<file path="src/rtl/uart_pkg.sv">
// Shared types and constants for the 8N1 UART transmit path.
//   uart_tx_state_e  : transmitter FSM states
//   UART_DATA_BITS   : data bits per frame
//   UART_IDLE_LEVEL  : line level while no frame is on the wire
package uart_pkg;

   typedef enum logic [2:0] {
      IDLE,
      START,
      DATA,
      PARITY,
      STOP
   } uart_tx_state_e;

   localparam int   UART_DATA_BITS  = 8;
   localparam logic UART_IDLE_LEVEL = 1'b1;

endpackage

</file>
<file path="src/rtl/uart_tx_fifo.sv">
// Synchronous byte FIFO feeding the UART transmitter.
//   clk, rst   : clock, asynchronous active-high reset (empties the FIFO)
//   push/wdata : write wdata on the edge where push=1 and not full
//   pop/rdata  : rdata shows the head entry; pop=1 and not empty discards it
//   full/empty : occupancy flags
//   level      : number of stored entries (0..DEPTH)
// Pointers carry one extra wrap bit so a full FIFO (same address, different
// wrap bit) is distinguishable from an empty one (pointers identical).
module uart_tx_fifo #(
   parameter int DEPTH = 4
) (
   input  logic                     clk,
   input  logic                     rst,
   input  logic                     push,
   input  logic [7:0]               wdata,
   input  logic                     pop,
   output logic [7:0]               rdata,
   output logic                     full,
   output logic                     empty,
   output logic [$clog2(DEPTH):0]   level
);

   localparam int AW = $clog2(DEPTH);

   logic [7:0]  mem [DEPTH];
   logic [AW:0] wr_ptr;
   logic [AW:0] rd_ptr;
   logic        do_push;
   logic        do_pop;

   assign empty   = (wr_ptr == rd_ptr);
   assign full    = (wr_ptr[AW] != rd_ptr[AW]) && (wr_ptr[AW-1:0] == rd_ptr[AW-1:0]);
   assign level   = wr_ptr - rd_ptr;
   assign do_push = push && !full;
   assign do_pop  = pop && !empty;
   assign rdata   = mem[rd_ptr[AW-1:0]];

   always_ff @(posedge clk or posedge rst) begin
      if (rst) begin
         wr_ptr <= '0;
         rd_ptr <= '0;
      end else begin
         if (do_push) wr_ptr <= wr_ptr + 1'b1;
         if (do_pop)  rd_ptr <= rd_ptr + 1'b1;
      end
   end

   // Storage needs no reset: entries are only read after being written.
   always_ff @(posedge clk) begin
      if (do_push) mem[wr_ptr[AW-1:0]] <= wdata;
   end

endmodule

</file>
<file path="src/rtl/uart_tx_8n1.sv">
// UART transmitter: start bit, 8 data bits LSB-first, optional even parity,
// one stop bit, with a small input FIFO.
//   clk, rst         : clock, asynchronous active-high reset
//   tx_data_i        : byte to send
//   tx_valid_i       : tx_data_i valid
//   tx_ready_o       : FIFO not full
//   cfg_div_i        : clock cycles per bit (0 behaves as 1)
//   cfg_parity_en_i  : 1 = append an even-parity bit
//   tx_o             : serial line, idles high
//   busy_o           : frame in progress or bytes waiting
//   fifo_level_o     : FIFO occupancy
//
// Handshake: a byte is accepted on every rising clk edge where tx_valid_i and
// tx_ready_o are both 1; tx_ready_o does not depend on tx_valid_i, and the
// source must hold tx_data_i stable while tx_valid_i is high and not accepted.
module uart_tx_8n1
   import uart_pkg::*;
#(
   parameter int FIFO_DEPTH = 4,
   parameter int DIV_WIDTH  = 16
) (
   input  logic                          clk,
   input  logic                          rst,
   input  logic [7:0]                    tx_data_i,
   input  logic                          tx_valid_i,
   output logic                          tx_ready_o,
   input  logic [DIV_WIDTH-1:0]          cfg_div_i,
   input  logic                          cfg_parity_en_i,
   output logic                          tx_o,
   output logic                          busy_o,
   output logic [$clog2(FIFO_DEPTH):0]   fifo_level_o
);

   localparam int LW = $clog2(FIFO_DEPTH) + 1;

   uart_tx_state_e       state_q, state_d;
   logic [7:0]           shift_q, shift_d;
   logic [2:0]           bit_cnt_q, bit_cnt_d;
   logic [DIV_WIDTH-1:0] cnt_q, cnt_d;
   logic [DIV_WIDTH-1:0] div_q, div_d;
   logic                 par_en_q, par_en_d;
   logic                 parity_q, parity_d;
   logic                 tx_q, tx_d;
   logic                 busy_q, busy_d;

   logic                 fifo_full;
   logic                 fifo_empty;
   logic [7:0]           fifo_rdata;
   logic                 push;
   logic                 pop;
   logic                 tick;
   logic [DIV_WIDTH-1:0] eff_div;
   logic [LW-1:0]        level_d;

   assign tx_ready_o = !fifo_full;
   assign push       = tx_valid_i && !fifo_full;
   // The FSM takes the head byte on the edge it leaves IDLE.
   assign pop        = (state_q == IDLE) && !fifo_empty;
   assign eff_div    = (cfg_div_i == '0) ? DIV_WIDTH'(1) : cfg_div_i;
   assign tick       = (cnt_q == '0);
   assign level_d    = fifo_level_o + LW'(push) - LW'(pop);

   uart_tx_fifo #(
      .DEPTH (FIFO_DEPTH)
   ) u_fifo (
      .clk   (clk),
      .rst   (rst),
      .push  (push),
      .wdata (tx_data_i),
      .pop   (pop),
      .rdata (fifo_rdata),
      .full  (fifo_full),
      .empty (fifo_empty),
      .level (fifo_level_o)
   );

   always_ff @(posedge clk or posedge rst) begin
      if (rst) begin
         state_q   <= IDLE;
         shift_q   <= '0;
         bit_cnt_q <= '0;
         cnt_q     <= '0;
         div_q     <= DIV_WIDTH'(1);
         par_en_q  <= 1'b0;
         parity_q  <= 1'b0;
         tx_q      <= UART_IDLE_LEVEL;
         busy_q    <= 1'b0;
      end else begin
         state_q   <= state_d;
         shift_q   <= shift_d;
         bit_cnt_q <= bit_cnt_d;
         cnt_q     <= cnt_d;
         div_q     <= div_d;
         par_en_q  <= par_en_d;
         parity_q  <= parity_d;
         tx_q      <= tx_d;
         busy_q    <= busy_d;
      end
   end

   always_comb begin
      state_d   = state_q;
      shift_d   = shift_q;
      bit_cnt_d = bit_cnt_q;
      cnt_d     = cnt_q;
      div_d     = div_q;
      par_en_d  = par_en_q;
      parity_d  = parity_q;
      tx_d      = UART_IDLE_LEVEL;
      busy_d    = 1'b0;

      case (state_q)
         IDLE: begin
            // Configuration is sampled only here, so it is fixed per frame.
            if (!fifo_empty) begin
               shift_d  = fifo_rdata;
               parity_d = ^fifo_rdata;
               div_d    = eff_div;
               par_en_d = cfg_parity_en_i;
               cnt_d    = eff_div - DIV_WIDTH'(1);
               state_d  = START;
            end
         end
         START: begin
            if (tick) begin
               state_d   = DATA;
               bit_cnt_d = '0;
               cnt_d     = div_q - DIV_WIDTH'(1);
            end else begin
               cnt_d = cnt_q - DIV_WIDTH'(1);
            end
         end
         DATA: begin
            if (tick) begin
               cnt_d = div_q - DIV_WIDTH'(1);
               if (bit_cnt_q == 3'(UART_DATA_BITS - 1)) begin
                  state_d = par_en_q ? PARITY : STOP;
               end else begin
                  bit_cnt_d = bit_cnt_q + 3'd1;
                  shift_d   = shift_q >> 1;
               end
            end else begin
               cnt_d = cnt_q - DIV_WIDTH'(1);
            end
         end
         PARITY: begin
            if (tick) begin
               state_d = STOP;
               cnt_d   = div_q - DIV_WIDTH'(1);
            end else begin
               cnt_d = cnt_q - DIV_WIDTH'(1);
            end
         end
         STOP: begin
            if (tick) begin
               state_d = IDLE;
            end else begin
               cnt_d = cnt_q - DIV_WIDTH'(1);
            end
         end
         default: begin
            state_d = IDLE;
         end
      endcase

      // Line level and busy are registered from the next state so the pad
      // sees a glitch-free signal with no extra cycle of latency.
      case (state_d)
         START:   tx_d = 1'b0;
         DATA:    tx_d = shift_d[0];
         PARITY:  tx_d = parity_d;
         default: tx_d = UART_IDLE_LEVEL;
      endcase

      busy_d = (state_d != IDLE) || (level_d != '0);
   end

   assign tx_o   = tx_q;
   assign busy_o = busy_q;

endmodule

</file>
<file path="config.mk">
export PLATFORM = sky130hd
export DESIGN_NAME = uart_tx_8n1
export DESIGN_NICKNAME = d
export VERILOG_FILES = /design/src/rtl/uart_pkg.sv /design/src/rtl/uart_tx_fifo.sv /design/src/rtl/uart_tx_8n1.sv
export SDC_FILE = /design/constraint.sdc
export NUM_CORES = 1
export LEC_CHECK = 0
export BUFFER_PORTS_ARGS = -buffer_cell sky130_fd_sc_hd__buf_2
export CAP_MARGIN = 30
export CORE_AREA = 5 5 99 101
export CTS_CLUSTER_DIAMETER = 30
export CTS_CLUSTER_SIZE = 16
export DETAILED_ROUTE_END_ITERATION = 8
export DIE_AREA = 0 0 104 106
export PLACE_DENSITY = 0.77
export SLEW_MARGIN = 20
export SYNTH_ARGS = -nofsm -noshare
export SYNTH_HDL_FRONTEND = slang
export SYNTH_HIERARCHICAL = 1
export SYNTH_SLANG_ARGS = --single-unit
</file>
<file path="constraint.sdc">
create_clock -name clk -period 8.8 [get_ports clk]
set_input_delay 0.88 -clock clk [delete_from_list [all_inputs] [get_ports clk]]
set_output_delay 0.88 -clock clk [all_outputs]
set_load 0.01 [all_outputs]
</file>
==> results of run 1 <==
critical path, cell delays in order (launching register included):
cell	delay [ps]
dfrtp_1	600
inv_1	150
ha_1	350
nand2_1	140
nor2_1	250
or3_1	710
clkinv_1	230
ha_1	330
inv_1	40
ha_1	180
fa_1	420
or4_1	500
or3_1	310
cell usage in the layout (no fill, tap or decap), drive strengths merged, types with 4 or more instances in the layout:
cell,count
a21o,8
nor3b,4
nand2b,4
o32ai,4
o211ai,6
nor4,12
a31oi,4
or3,5
clkinv,4
mux2i,4
inv,24
a22o,12
nor2b,5
mux4,8
ha,14
nor3,14
and3,5
mux2,4
nand2,85
o21ai,28
dfrtp,54
edfxtp,32
nor2,26
a21oi,19
xor2,15
clkbuf,9
xnor2,29
buf,37
nand3,11
o22ai,5
power by group:
| group | internal (mW) | switching, mW | total, mW |
|---|---|---|---|
| logic | 0.390 | 0.430 | 0.821 |
| clock network | 0.112 | 0.169 | 0.281 |
| registers | 0.584 | 0.163 | 0.747 |
per-layer routing:
layer,global-route usage (%),share of wire [%],routed length (um)
met2,37.52,51,5874
met5,0,0,0
met1,26.29,41,4699
met4,7.678,2.1,237
met3,3.036,5.4,622
worst paths after layout:
path                                                end                    startpoint  cells past startpoint  slack (ps)
setup / recovery                       busy_o$_DFF_PP0_  u_fifo/rd_ptr[1]$_DFFE_PP0P_                     12        4480
hold / removal             u_fifo/wr_ptr[2]$_DFFE_PP0P_                           rst                      2         450
setup reg to reg                       busy_o$_DFF_PP0_  u_fifo/rd_ptr[1]$_DFFE_PP0P_                     12        4480
hold reg to reg                  shift_q[2]$_DFFE_PP0P_        shift_q[2]$_DFFE_PP0P_                      1         490
max in group asynchronous                tx_o$_DFF_PP1_                           rst                      3        7530
min in group clk                 shift_q[2]$_DFFE_PP0P_        shift_q[2]$_DFFE_PP0P_                      1         490
final cells by class:
cell class                      count  share of cell area (%)
Tap cell                          111                   2.490
Multi-Input combinational cell    373                   46.20
Timing Repair Buffer               37                   3.859
Inverter                           22                   1.481
Sequential cell                    88                   42.41
Clock inverter                      7                   1.346
Clock buffer                        9                   2.221
sequential cells by signal, summed over array words and instances (netlist names):
name / count
busy_o: 1
u_fifo/rd_ptr: 3
u_fifo/mem: 32
div_q: 16
par_en_q: 1
u_fifo/wr_ptr: 3
parity_q: 1
state_q: 3
cnt_q: 16
shift_q: 8
bit_cnt_q: 3
tx_o: 1
logic make-up (layout without fill, tap and decap cells):
family / Yosys count / count (layout) / synth area share [%]
flops: 88 / 88 / 46.36
simple gates: 189 / 189 / 18.89
xor+xnor: 44 / 44 / 7.702
compound gates: 108 / 108 / 14.35
buf+inv: 41 / 75 / 3.139
mux: 16 / 16 / 5.347
fa+ha+maj: 16 / 16 / 4.219
==> results.yml, run 1 <==
run_status:
  outcome: "complete, no violations"
timing:
  finalCritPeriodShare_pct: 49.07
  hold_viol_final: 0
  slew_headroom_pct: 40.23
  worst_clock_skew_ps: 16.01
  setup_viol: 0
  slew_violations: 0
  worst_slew_pin_slew_ps: 890.1
  fin_ws_ps: 4482
  rsz0062_at_grt: "false"
  final.setup.tns_ps: 0
  fmax_mhz: 231.6
  holdWs_ps: 445.4
  timing.final.crit_period_ps: 4318
worst_hold_path:
  hold_class: "in2async"
clock_tree:
  clock_path_buffers: 2
  clock-sinks: 88
  clock_latency_ps: 360
  holdBufCountCts: 0
  cts-htree-levels: 3
  post_cts_buffers: 0
  path_clk_slew_ps: 100
  numCtsBuffers: 9
  cts_tree: "yes"
  cts_resized: 0
  cts_root_buffer: "clkbuf_8"
synthesis:
  synth-edff-count: 32
  yosys-top-cells-count: "nand2_1, dfrtp_1, edfxtp_1"
  yosysTopAreaCell: "dfrtp_1"
  synth_cell_types: 65
  synth.most_common_cell: "nand2_1"
  seq_area_frac_synth_pct: 46.36
  synth_seq_cells: 88
  syn_area_um2: 5101
  synth-main-ff-cell: "dfrtp_1"
  async_flop_share_pct: 63.64
  ys_warn_count: 6
  syn_nets: 546
  synth_area_leaders: "dfrtp_1, edfxtp_1, nand2_1"
  synth_area_per_cell_um2: 10.16
  synthCells: 502
  synth_top_area_share_pct: 26.49
die:
  initial_utilization_pct: 57.10
  dieHeight_um: 106
  io_pins: 34
  rows: 35
  dieArea_um2: 11020
  core_um2: 8934
  die_w_um: 104
drt:
  dr.pass1.iters: 5
  vias: 3887
  wirelength_um: 11430
  ant_nets: 0
  viasPerCell: 6.008
  wire_per_inst_um: 17.67
  drt-initial-drc-count: 197
  drc_errors: 0
placement:
  place_ws_ps: 4440
  place_congestion: 0.8988
  dp_cells: 631
  port_buffers: 33
  hpwl_um: 8451
  placed_area_um2: 5378
power:
  peakVddDrop_uv: 227.6
  power_mw: 1.848
  power.density_nw_per_um2: 331.4
  p_leak_nw: 2.303
finish:
  utilization_pct: 62.42
  layoutNonFillerInstCount: 647
  finish.instance_area_um2: 5577
  seq_area_um2: 2365
  n_antenna_cell: 0
  area_growth_pct: 9.321
  fill_cells: 758
  nNetsFinal: 575
  multi_input_area_um2: 2576
  drive_gt1_share_pct: 15.86
flow_run:
  maxCapViolCount: 0
worst_setup_path:
  cp-end-kind: "register"
  crit_fanout: 25
  startpoint_type: "register"
  worstPathArrival_ps: 4560
  required_ps: 9040
  crit_type: "reg2reg"
grt:
  globalRouteTotalUtil_pct: 21.16
  antenna_found_initial: 0
  grt_pass1_vias: 3948
  grt_remaining_overflow: 0
  grt_max_degree: 32
  grt_first_pass_wirelength_um: 19310
Power figures use the tool's default switching activity.
==> inputs of run 2 (changes only) <==
Clock period 8.8 ns to 4.18 ns, I/O delays scaled along.
==> run 2 against run 1 <==
Effect of this change: sequential share of layout area is 0.18 points lower; non-clock buffer count is 3 higher; cell area is 0.43% higher; count of clock-buffer cells in the layout is 2 higher; first-iteration DRC count is 5.1% higher; clock power is 110% higher; final cell count is 0.46% higher; highest routed layer unchanged; worst hold slack worse by 180 ps.
==> results.yml, run 2 (synthesis gave the netlist of run 1 again) <==
finish:
  finish.instance_area_um2: 5600
  drive_gt1_share_pct: 16.14
  n_antenna_cell: 0
  fill_cells: 721
  largest_reg_flops: 32
  mostFrequentLayoutCells: "nand2_1, dfrtp_1, buf_2"
  final_common_cell: "nand2_1"
  nNetsFinal: 578
  area_growth_pct: 9.787
die:
  initial_utilization_pct: 57.10
  die_w_um: 104
  dieHeight_um: 106
  rows: 35
  io_pins: 34
  core_um2: 8934
  dieArea_um2: 11020
power:
  p_leak_nw: 2.316
  power.density_nw_per_um2: 701.5
  p_seq_share_pct: 39.3
  swShare_pct: 40.36
  switchingPower_mw: 1.586
  combPwrFrac_pct: 45.4
  peakVddDrop_uv: 590.5
  intPower_mw: 2.343
  p_clk_share_pct: 15.2
  power_mw: 3.929
drt:
  wire_per_inst_um: 17.59
  viasPerCell: 6.025
  drt-initial-drc-count: 207
  wirelength_um: 11440
  drc_errors: 0
  vias: 3916
  ant_nets: 0
  dr.pass1.iters: 5
grt:
  grt_max_degree: 30
  grt_first_pass_wirelength_um: 19440
  antenna_found_initial: 0
  grt_remaining_overflow: 0
  globalRouteTotalUtil_pct: 21.70
  grt_pass1_vias: 3953
worst_hold_path:
  hold_class: "in2reg"
clock_tree:
  cts_tree: "yes"
  cts-htree-levels: 3
  cts_root_buffer: "clkbuf_8"
  numCtsBuffers: 9
  clock_path_buffers: 2
  clock-sinks: 88
  clock_latency_ps: 360
  path_clk_slew_ps: 90
timing:
  worst_clock_skew_ps: 12.95
  fin_ws_ps: 531.5
  fmax_mhz: 274.1
  slew_headroom_pct: 35.79
  timing.final.crit_period_ps: 3648
  finalCritPeriodShare_pct: 87.28
  final.setup.tns_ps: 0
  slew_violations: 0
  hold_viol_final: 0
  holdWs_ps: 261.6
  rsz0062_at_grt: "false"
  worst_slew_pin_slew_ps: 956.3
  setup_viol: 0
run_status:
  outcome: "complete, no violations"
worst_setup_path:
  cp-end-kind: "register"
  worstPathArrival_ps: 3890
  required_ps: 4420
  crit_type: "reg2reg"
  crit_fanout: 11
  startpoint_type: "register"
  regToRegSetupSlack_ps: 530
placement:
  hpwl_um: 8293
  placed_area_um2: 5385
  place_ws_ps: 558.5
  place_congestion: 0.9123
  port_buffers: 33
flow_run:
  maxCapViolCount: 0
run 2: cell types whose count changed in the layout (fill, tap and decap cells not counted), sizes merged:
cell	change
dlygate4sd3	+1
clkinv	-2
clkbuf	+2
buf	+2
run 2: timing repair:
action | in CTS | in global routing
resized for setup | 0 | 0
hold endpoints to repair | 6 | 0
hold buffers | 1 | 0
buffers inserted | 0 | 0
run 2: area by class of cell:
cell class	instances	area, um^2	share of cell area (%)
multi-input combinational	373	2576	46.00
sequential	88	2365	42.23
timing repair buffer	40	232.7	4.155
clock buffer	11	162.7	2.904
tap	111	138.9	2.480
inverter	22	82.58	1.475
clock inverter	5	42.54	0.7596
run 2: routing by layer:
layer  wire, um  global-route usage [%]  vias to the layer above
li1           -                       -                     1889
met1       4648                   26.98                     1907
met2       5958                   37.16                      102
met3        612                   4.250                       18
met4        216                   8.881                        0
met5          0                       0                        -
run 2: worst paths after layout:
path,start,to,depth (start not counted)
worst max-delay path,u_fifo/rd_ptr[1]$_DFFE_PP0P_,busy_o$_DFF_PP0_,12
worst min register to register,shift_q[1]$_DFFE_PP0P_,shift_q[1]$_DFFE_PP0P_,1
worst min-delay path,tx_data_i[6],u_fifo/mem[2][6]$_DFFE_PP_,1
worst max register to register,u_fifo/rd_ptr[1]$_DFFE_PP0P_,busy_o$_DFF_PP0_,12
min in group asynchronous,rst,u_fifo/wr_ptr[2]$_DFFE_PP0P_,3
max in group asynchronous,rst,div_q[0]$_DFFE_PP1P_,4
run 2: through the flow:
stage                     cells  util, %
final                       650    62.69
after CTS                   650    62.69
after detailed placement    633    60.28
after global routing        650    62.69
after global placement      632    60.06
after floorplan             502        -
run 2: power groups by stage:
stage          Sequential (mW)  Clock [mW]  Combinational [mW]
6_report                  1.55       0.599                1.78
5_1_grt                   1.59       0.659                2.01
2_1_floorplan             1.47           0                1.42
4_1_cts                   1.54       0.616                1.80
3_3_place_gp              1.54           0                1.71
3_5_place_dp              1.55           0                1.79
run 2: critical path, cell delays in order (launching register included):
cell,delay (ps)
dfrtp_1,630
inv_1,160
ha_1,340
nand2_1,170
nor2_1,100
or3_1,390
clkinv_1,80
ha_1,210
inv_1,50
ha_1,150
fa_1,410
or4_1,510
or3_1,310
==> inputs of run 3 (changes only) <==
Settings changed: RECOVER_POWER set to 50.
==> run 3 against run 2 <==
Effect of this change: the flow now finishes with violations (capacitance limit, slew limit); sequential share of layout area is 0.24 points higher; register-to-register slack hardly changed; die area stayed put; core utilization is 0.35 points lower; flip-flop and latch count stayed put; combinational power hardly changed; first-iteration DRC count is 1.9% lower; non-clock buffer count stayed put; via count is 0.36% higher.
==> results.yml, run 3 (synthesis gave the netlist of run 1 again) <==
run_status:
  outcome: "complete, but fails checks"
  violations: "capacitance limit, slew limit"
worst_setup_path:
  path_buf_inv: 3
  crit_family: "simple AND/OR/NAND/NOR gates"
  worstPathCellList: "inv_1 > ha_1 > nand2_1 > nor2_1 > or3_1 > clkinv_1 > ha_1 > inv_1 > ha_1 > fa_1 > or4_1 > or3_1"
  required_ps: 4420
  slowest_delay_ps: 630
  crit_slowest_cell: "dfrtp_1"
  crit_type: "reg2reg"
  cp-end-kind: "register"
  crit_top_cell: "ha_1"
  startpoint_type: "register"
  worstPathArrival_ps: 3880
  crit_fanout: 11
finish:
  layoutNonFillerInstCount: 650
  n_antenna_cell: 0
  drive_gt1_share_pct: 13.54
  area_growth_pct: 9.173
  nNetsFinal: 578
  largest_reg_flops: 32
  mostFrequentLayoutCells: "nand2_1, dfrtp_1, edfxtp_1"
  final_common_cell: "nand2_1"
  utilization_pct: 62.34
power:
  power.density_nw_per_um2: 704.4
  p_clk_share_pct: 15.3
  switchingPower_mw: 1.587
  power_mw: 3.923
  peakVddDrop_uv: 589.3
  p_seq_share_pct: 39.4
  intPower_mw: 2.336
  combPwrFrac_pct: 45.3
  swShare_pct: 40.45
  p_leak_nw: 2.276
grt:
  grt_pass1_vias: 3953
  antenna_found_initial: 0
  grt_max_degree: 30
  globalRouteTotalUtil_pct: 21.70
  grt_remaining_overflow: 0
  grt_first_pass_wirelength_um: 19440
timing:
  timing.final.crit_period_ps: 3640
  slew_violations: 30
  fmax_mhz: 274.7
  slew_headroom_pct: -14.19
  final.setup.tns_ps: 0
  holdWs_ps: 280.2
  finalCritPeriodShare_pct: 87.08
  worst_slew_pin_slew_ps: 1713
  rsz0062_at_grt: "false"
  setup_viol: 0
  worst_clock_skew_ps: 12.74
  hold_viol_final: 0
placement:
  hpwl_um: 8293
  place_congestion: 0.9123
  dp_cells: 633
  port_buffers: 33
drt:
  routed.top_layer: "met4"
  wl_met3_um: 702
  wirelength_um: 11450
  dr.pass1.iters: 5
  ant_nets: 0
  route.met2.wl_um: 5984
  vias: 3930
  m1WireLength_um: 4568
  viasPerCell: 6.046
  drt-initial-drc-count: 203
  wire_per_inst_um: 17.61
  drc_errors: 0
clock_tree:
  cts_tree: "yes"
  post_cts_buffers: 0
  cts-htree-levels: 3
  clock_latency_ps: 360
  clock-sinks: 88
  numCtsBuffers: 9
  cts_root_buffer: "clkbuf_8"
  path_clk_slew_ps: 90
  cts_resized: 0
  clock_path_buffers: 2
die:
  rows: 35
  dieArea_um2: 11020
  initial_utilization_pct: 57.10
  core_um2: 8934
  dieHeight_um: 106
  io_pins: 34
  die_w_um: 104
worst_hold_path:
  hold_class: "in2reg"
flow_run:
  maxCapViolCount: 1
run 3: changes by cell type in the layout (fill, tap and decap cells not counted), sizes merged:
| cell | change |
|---|---|
| buf | -13 |
| clkbuf | +13 |
run 3: path summary, 6_finish.rpt:
kind,slack (ps),startpoint,end,cells past startpoint
min in group asynchronous,520,rst,u_fifo/wr_ptr[2]$_DFFE_PP0P_,3
setup / recovery,540,u_fifo/rd_ptr[1]$_DFFE_PP0P_,busy_o$_DFF_PP0_,12
max in group asynchronous,1370,rst,div_q[6]$_DFFE_PP0P_,4
hold reg to reg,480,shift_q[1]$_DFFE_PP0P_,shift_q[1]$_DFFE_PP0P_,1
setup reg to reg,540,u_fifo/rd_ptr[1]$_DFFE_PP0P_,busy_o$_DFF_PP0_,12
hold / removal,280,cfg_parity_en_i,par_en_q$_DFFE_PP0P_,3
run 3: final cells by class:
cell class	instances	area, um^2
clock buffer	11	162.7
clock inverter	5	42.54
fill	727	3364
inverter	22	82.58
multi-input combinational	373	2576
sequential	88	2365
tap	111	138.9
timing repair buffer	40	201.4
run 3: through the flow:
stage	cell area (um^2)	worst slack [ps]
6_report	5569	540.0
5_1_grt	5569	396.2
4_1_cts	5600	531.7
3_5_place_dp	5385	558.5
3_3_place_gp	5365	679.0
2_1_floorplan	5101	97.83
run 3: worst reg2reg max path, stage by stage, from the launching register on:
cell and delay, ps:
dfrtp_1 630, inv_1 160, ha_1 340, nand2_1 170, nor2_1 100, or3_1 390, clkinv_1 80, ha_1 210
inv_1 50, ha_1 150, fa_1 410, or4_1 510, or3_1 310
run 3: repair_timing:
item                       CTS  global route
hold buffers                 1             0
setup endpoints to repair    0             0
hold endpoints to repair     6             0
run 3: per-layer routing:
| layer | up-vias | GRT usage [%] |
|---|---|---|
| li1 | 1884 | - |
| met1 | 1893 | 26.98 |
| met2 | 138 | 37.16 |
| met3 | 15 | 4.250 |
| met4 | 0 | 8.881 |
| met5 | - | 0 |
run 3: power groups by stage:
stage	Sequential [mW]	Combinational (mW)	Clock, mW
floorplan	1.47	1.42	0
global route	1.59	2.00	0.659
detailed placement	1.55	1.79	0
CTS	1.54	1.80	0.616
global placement	1.54	1.71	0
finish	1.54	1.78	0.599
